===== config.mk =====
export PLATFORM = sky130hd
export DESIGN_NAME = chunk_subtractor
export DESIGN_NICKNAME = d
export VERILOG_FILES = /design/src/rtl/chunk_subtractor.sv
export SDC_FILE = /design/constraint.sdc
export NUM_CORES = 1
export LEC_CHECK = 0
export ABC_CLOCK_PERIOD_IN_PS = 4150
export BUFFER_PORTS_ARGS = -buffer_cell sky130_fd_sc_hd__buf_2
export CAP_MARGIN = 15
export CORE_AREA = 2 2 171 123
export DETAILED_ROUTE_END_ITERATION = 7
export DIE_AREA = 0 0 173 125
export GPL_TIMING_DRIVEN = 0
export PLACE_DENSITY = 0.79
export SETUP_SLACK_MARGIN = 0.05
export SYNTH_ARGS = -nofsm -noshare
export SYNTH_HDL_FRONTEND = slang
export SYNTH_SLANG_ARGS = --single-unit

===== constraint.sdc =====
create_clock -name clk -period 4.15 [get_ports clk]
set_clock_uncertainty 0.05 [all_clocks]
set_input_delay 0.2075 -clock clk [delete_from_list [all_inputs] [get_ports clk]]
set_output_delay 0.2075 -clock clk [all_outputs]
set_load 0.005 [all_outputs]

===== src/rtl/chunk_subtractor.sv =====
// Purpose: sequential N-bit subtractor d = a - b - bin, W bits per clock, LSB chunk first.
// Latency: K+1 edges from acceptance to out_valid (K = N/W); one op per K+2 cycles at best.
// Backpressure: in_ready is low from acceptance until the result is taken; DONE holds under out_ready=0.
// Ports:
//   clk, rst_n           clock, asynchronous active-low reset
//   in_valid/in_ready    operand handshake carrying a, b, bin
//   out_valid/out_ready  result handshake carrying d, bout, zero, ovf
//   d                    difference (a - b - bin) mod 2^N
//   bout                 unsigned borrow out (a < b + bin)
//   zero                 d == 0
//   ovf                  signed overflow of the subtraction
module chunk_subtractor #(
  parameter int N = 64,
  parameter int W = 8
) (
  input  logic         clk,
  input  logic         rst_n,
  input  logic         in_valid,
  output logic         in_ready,
  input  logic [N-1:0] a,
  input  logic [N-1:0] b,
  input  logic         bin,
  output logic         out_valid,
  input  logic         out_ready,
  output logic [N-1:0] d,
  output logic         bout,
  output logic         zero,
  output logic         ovf
);

  localparam int K  = N / W;
  localparam int IW = (K > 1) ? $clog2(K) : 1;

  typedef enum logic [1:0] {IDLE, RUN, DONE} state_t;

  state_t          state, state_nxt;
  logic [N-1:0]    a_q, b_q;
  logic            borrow_q;
  logic [IW-1:0]   idx_q;
  logic            last_chunk;
  logic [W-1:0]    a_chunk, b_chunk;
  logic [W:0]      diff;
  logic [N-1:0]    d_nxt;

  // Chunk datapath: one W-bit subtract with the borrow appearing in the extra top bit.
  always_comb begin
    a_chunk    = a_q[int'(idx_q)*W +: W];
    b_chunk    = b_q[int'(idx_q)*W +: W];
    diff       = {1'b0, a_chunk} - {1'b0, b_chunk} - {{W{1'b0}}, borrow_q};
    d_nxt      = d;
    d_nxt[int'(idx_q)*W +: W] = diff[W-1:0];
    last_chunk = (idx_q == IW'(K - 1));
  end

  always_ff @(posedge clk or negedge rst_n) begin
    if (!rst_n) state <= IDLE;
    else        state <= state_nxt;
  end

  // Handshake outputs decode from the state register only.
  always_comb begin
    state_nxt = state;
    in_ready  = 1'b0;
    out_valid = 1'b0;
    case (state)
      IDLE: begin
        in_ready = 1'b1;
        if (in_valid) state_nxt = RUN;
      end
      RUN: begin
        if (last_chunk) state_nxt = DONE;
      end
      DONE: begin
        out_valid = 1'b1;
        if (out_ready) state_nxt = IDLE;
      end
      default: state_nxt = IDLE;
    endcase
  end

  always_ff @(posedge clk or negedge rst_n) begin
    if (!rst_n) begin
      a_q      <= '0;
      b_q      <= '0;
      borrow_q <= 1'b0;
      idx_q    <= '0;
      d        <= '0;
      bout     <= 1'b0;
      zero     <= 1'b0;
      ovf      <= 1'b0;
    end else begin
      if (state == IDLE && in_valid) begin
        a_q      <= a;
        b_q      <= b;
        borrow_q <= bin;
        idx_q    <= '0;
      end
      if (state == RUN) begin
        d        <= d_nxt;
        borrow_q <= diff[W];
        idx_q    <= idx_q + IW'(1);
        // Flags only change on the final chunk so they stay valid through DONE and after.
        if (last_chunk) begin
          bout <= diff[W];
          zero <= (d_nxt == '0);
          ovf  <= (a_q[N-1] ^ b_q[N-1]) & (diff[W-1] ^ a_q[N-1]);
        end
      end
    end
  end

endmodule


==> flow_summary_export.csv <==
group,metric,value,unit
floorplan,die_area,21600,um^2
logic_synthesis,synth_edf_count,0,
setup_path,critPathMaxFanout,8,
finish,multiInputGateArea,4680,um^2
global_route,grt_max_degree,108,
logic_synthesis,synth.top_cell.area_share,0.510,
floorplan,die_h,125,um
logic_synthesis,syn-num-nets,1221,
sta,finalCriticalPeriod,4.07,ns
logic_synthesis,syn_area_per_cell,9.21,um^2
global_route,top_usage_layer,"met2",
floorplan,die_x,173,um
floorplan,top_level_ports,202,
logic_synthesis,yosysTopAreaCell,"dfrtp_1",
detailed_routing,first_pass_iters,5,
placement,dpl_cell_area,11300,um^2
detailed_routing,vias_per_cell,5.46,
logic_synthesis,ys_types,64,
global_route,met2_usage,0.459,
cts,clk_pin_slew,0.06,ns
placement,post-dp-hpwl,21.3,mm
global_route,grt.overflow.total,0,
sta,fin_crit_sh,0.980,
floorplan,rows,44,
job,maxCapViolCount,0,
detailed_routing,wl_per_cell,18.8,um
detailed_routing,ant_nets,0,
cts,cts_made_buffers,20,
outcome,status,"finished clean",
placement,io_buffer_count,201,
sta,worst_slew_pin_slew,0.773,ns
logic_synthesis,syn_inst,1070,
setup_path,start_kind,"flip-flop",
logic_synthesis,yosysWarnings,0,
sta,slew_viol_final,0,
placement,dp_cells,1548,
setup_path,arrival,4.42,ns
logic_synthesis,ys_seq_elements,201,
global_route,grtUsageTotal,0.304,
setup_path,critical_path_required,4.50,ns
global_route,grtUsageMet3,0.0660,
detailed_routing,drtIter0Drc,880,
finish,drive_gt1_frac,0.246,
global_route,use_met1,0.455,
cts,cts_tree,"built",
floorplan,core_area,20100,um^2
detailed_routing,vias,9518,
logic_synthesis,ys.flop_type,"dfrtp_1",
cts,cts_root_buf,"clkbuf_16",
sta,rsz0062_at_grt,"true",
sta,setup_violations,0,
floorplan,initial_core_util,0.489,
finish,layout.cells.non_filler,1744,
finish,fill_cells,1565,
finish,fin_area,13700,um^2
detailed_routing,drc_errors,0,
setup_path,end_kind,"flip-flop",
logic_synthesis,ys_top_cells_by_area,"dfrtp_1, nand2_1, mux4_2",
detailed_routing,drt_wl_total,32.8,mm
cts,clock_path_buffers,3,
min_path,hold_class,"in2async",
sta,finalHoldViolations,0,
global_route,antenna_found_initial,0,
finish,num_antenna_cells,0,
logic_synthesis,synth-async-reset-ratio,1.00,
setup_path,crit_type,"reg2reg",
logic_synthesis,netlist_area,9860,um^2
cts,cts_num_sinks,201,
placement,place_congestion,0.942,
finish,fin_nets,1605,
global_route,grt_pass1_vias,9531,
cts,insertion_delay,0.49,ns
sta,relSlewSlack,0.483,
global_route,grt_pass1_wl,51.9,mm
logic_synthesis,synth_seq_area_share,0.510,
cts,htreeDepth,1,
sta,max_freq,246,MHz
finish,syn2layout_area_growth,39.4,%
finish,register_area,5030,um^2
==> kinds of logic (layout without fill, tap and decap cells) <==
family | Yosys count | after routing | synth area share
AO/OA/AOI/OAI | 121 | 121 | 0.0786
XOR/XNOR | 9 | 9 | 0.00876
adder cells (fa/ha/maj) | 18 | 18 | 0.0244
buffers and inverters | 84 | 482 | 0.0334
flip-flops | 201 | 201 | 0.510
multiplexers | 59 | 59 | 0.103
AND/OR/NAND/NOR | 578 | 578 | 0.241
==> layout by cell type, fill, tap and decap left out, types with 3 or more instances in the layout <==
| cell type | netlist | routed |
|---|---|---|
| buf_6 | 1 | 3 |
| clkbuf_8 | 0 | 4 |
| or3_1 | 6 | 6 |
| nor2_1 | 18 | 18 |
| o22ai_1 | 3 | 3 |
| dfrtp_1 | 201 | 200 |
| or4_1 | 3 | 3 |
| nand2_1 | 483 | 481 |
| clkbuf_1 | 52 | 51 |
| a31oi_1 | 3 | 3 |
| or2_2 | 4 | 4 |
| xnor2_1 | 5 | 3 |
| mux4_2 | 30 | 30 |
| nor3_1 | 17 | 17 |
| inv_1 | 19 | 18 |
| clkinv_2 | 0 | 3 |
| a21oi_1 | 17 | 16 |
| dlygate4sd3_1 | 0 | 131 |
| mux2i_1 | 14 | 11 |
| mux2i_2 | 0 | 3 |
| buf_2 | 5 | 203 |
| nor2b_1 | 8 | 6 |
| clkbuf_4 | 0 | 3 |
| o31ai_1 | 7 | 7 |
| nand2b_1 | 15 | 15 |
| mux2_2 | 12 | 12 |
| and2_1 | 3 | 3 |
| nand3_1 | 3 | 3 |
| clkbuf_16 | 0 | 23 |
| a211oi_1 | 7 | 6 |
| buf_4 | 0 | 30 |
| o21ai_0 | 58 | 57 |
| ha_1 | 16 | 14 |
==> path summary, 6_finish.rpt <==
path                       slack [ns]                  from                  end  cells after the start
hold reg to reg                  0.42   b_q[20]$_DFFE_PN0P_  b_q[20]$_DFFE_PN0P_                      2
hold / removal                   0.28                 rst_n  b_q[12]$_DFFE_PN0P_                      2
setup reg to reg                 0.08  idx_q[0]$_DFFE_PN0P_     zero$_DFFE_PN0P_                     16
min in group clk                 0.28              in_valid  b_q[20]$_DFFE_PN0P_                      5
setup / recovery                 0.08  idx_q[0]$_DFFE_PN0P_     zero$_DFFE_PN0P_                     16
max in group asynchronous        2.80                 rst_n    d[53]$_DFFE_PN0P_                      3
==> critical path: stages, from the launching register on <==
cell and delay (ns):
dfrtp_2 0.37, buf_8 0.11, clkbuf_16 0.16, buf_12 0.14, mux4_2 0.51, mux2i_2 0.19, fa_2 0.25, inv_2 0.04
fa_2 0.41, buf_6 0.15, a21bo_4 0.22, nor2b_4 0.14, xnor2_2 0.16, a211o_1 0.35, nor4_4 0.27, o2111ai_2 0.22
o31ai_2 0.24
==> area by class of cell <==
cell class / instances / share of cell area
flip-flops and latches: 201 / 0.366
multi-input cells: 785 / 0.340
repair buffers: 365 / 0.191
clock buffers: 32 / 0.0441
well taps: 276 / 0.0251
plain buffers: 61 / 0.0249
inverters: 20 / 0.00564
clock inverters: 4 / 0.00328
==> metal layers <==
metal / share of wire / wire length [um]
met1: 0.44 / 14400
met2: 0.44 / 14400
met3: 0.10 / 3290
met4: 0.022 / 715
met5: 0 / 0
==> state kept, by name, indices dropped and copies added (netlist names) <==
register / flops
borrow_q: 1
d: 64
zero: 1
ovf: 1
b_q: 64
state: 2
bout: 1
a_q: 64
idx_q: 3
==> cell usage after synthesis, types with 2 or more instances <==
library cell,count
nand2_1,483
dfrtp_1,201
o21ai_0,58
clkbuf_1,52
mux4_2,30
inv_1,19
nor2_1,18
a21oi_1,17
nor3_1,17
ha_1,16
nand2b_1,15
mux2i_1,14
mux2_2,12
nor2b_1,8
a211oi_1,7
o31ai_1,7
buf_1,6
or3_1,6
buf_2,5
xnor2_1,5
nor4_1,4
or2_2,4
a31oi_1,3
and2_1,3
nand3_1,3
o22ai_1,3
or4_1,3
xor2_1,3
a2111oi_0,2
a22oi_1,2
and4_1,2
fa_1,2
mux4_1,2
nand4_1,2
nor3b_1,2
nor4b_1,2
o2111ai_1,2
o21a_1,2
o21ai_1,2
o2bb2ai_1,2
==> through the flow <==
step / worst slack (ns) / hold WS, ns / setup TNS (ns) / util
4_1_cts: 0.0577 / 0.275 / 0 / 0.668
2_1_floorplan: 0.0693 / -0.138 / 0 / -
6_report: 0.0834 / 0.277 / 0 / 0.682
3_3_place_gp: -1.01 / 0.350 / -92.61 / 0.557
5_1_grt: -0.0167 / 0.354 / -0.0167 / 0.682
3_5_place_dp: -1.04 / 0.230 / -13.04 / 0.559
==> what timing repair did <==
| item | CTS | global route |
|---|---|---|
| endpoints found under the hold margin | 224 | 0 |
| resized for setup | 39 | 30 |
| endpoints found under the setup margin | 48 | 10 |
| pin swaps | 9 | 12 |
| hold buffers | 131 | 0 |
| cloned | 0 | 1 |
| setup buffers | 12 | 19 |
Power is left out: the tool's default activity adds up to more than one toggle a clock period on the data nets, which glitch-free logic cannot reach.
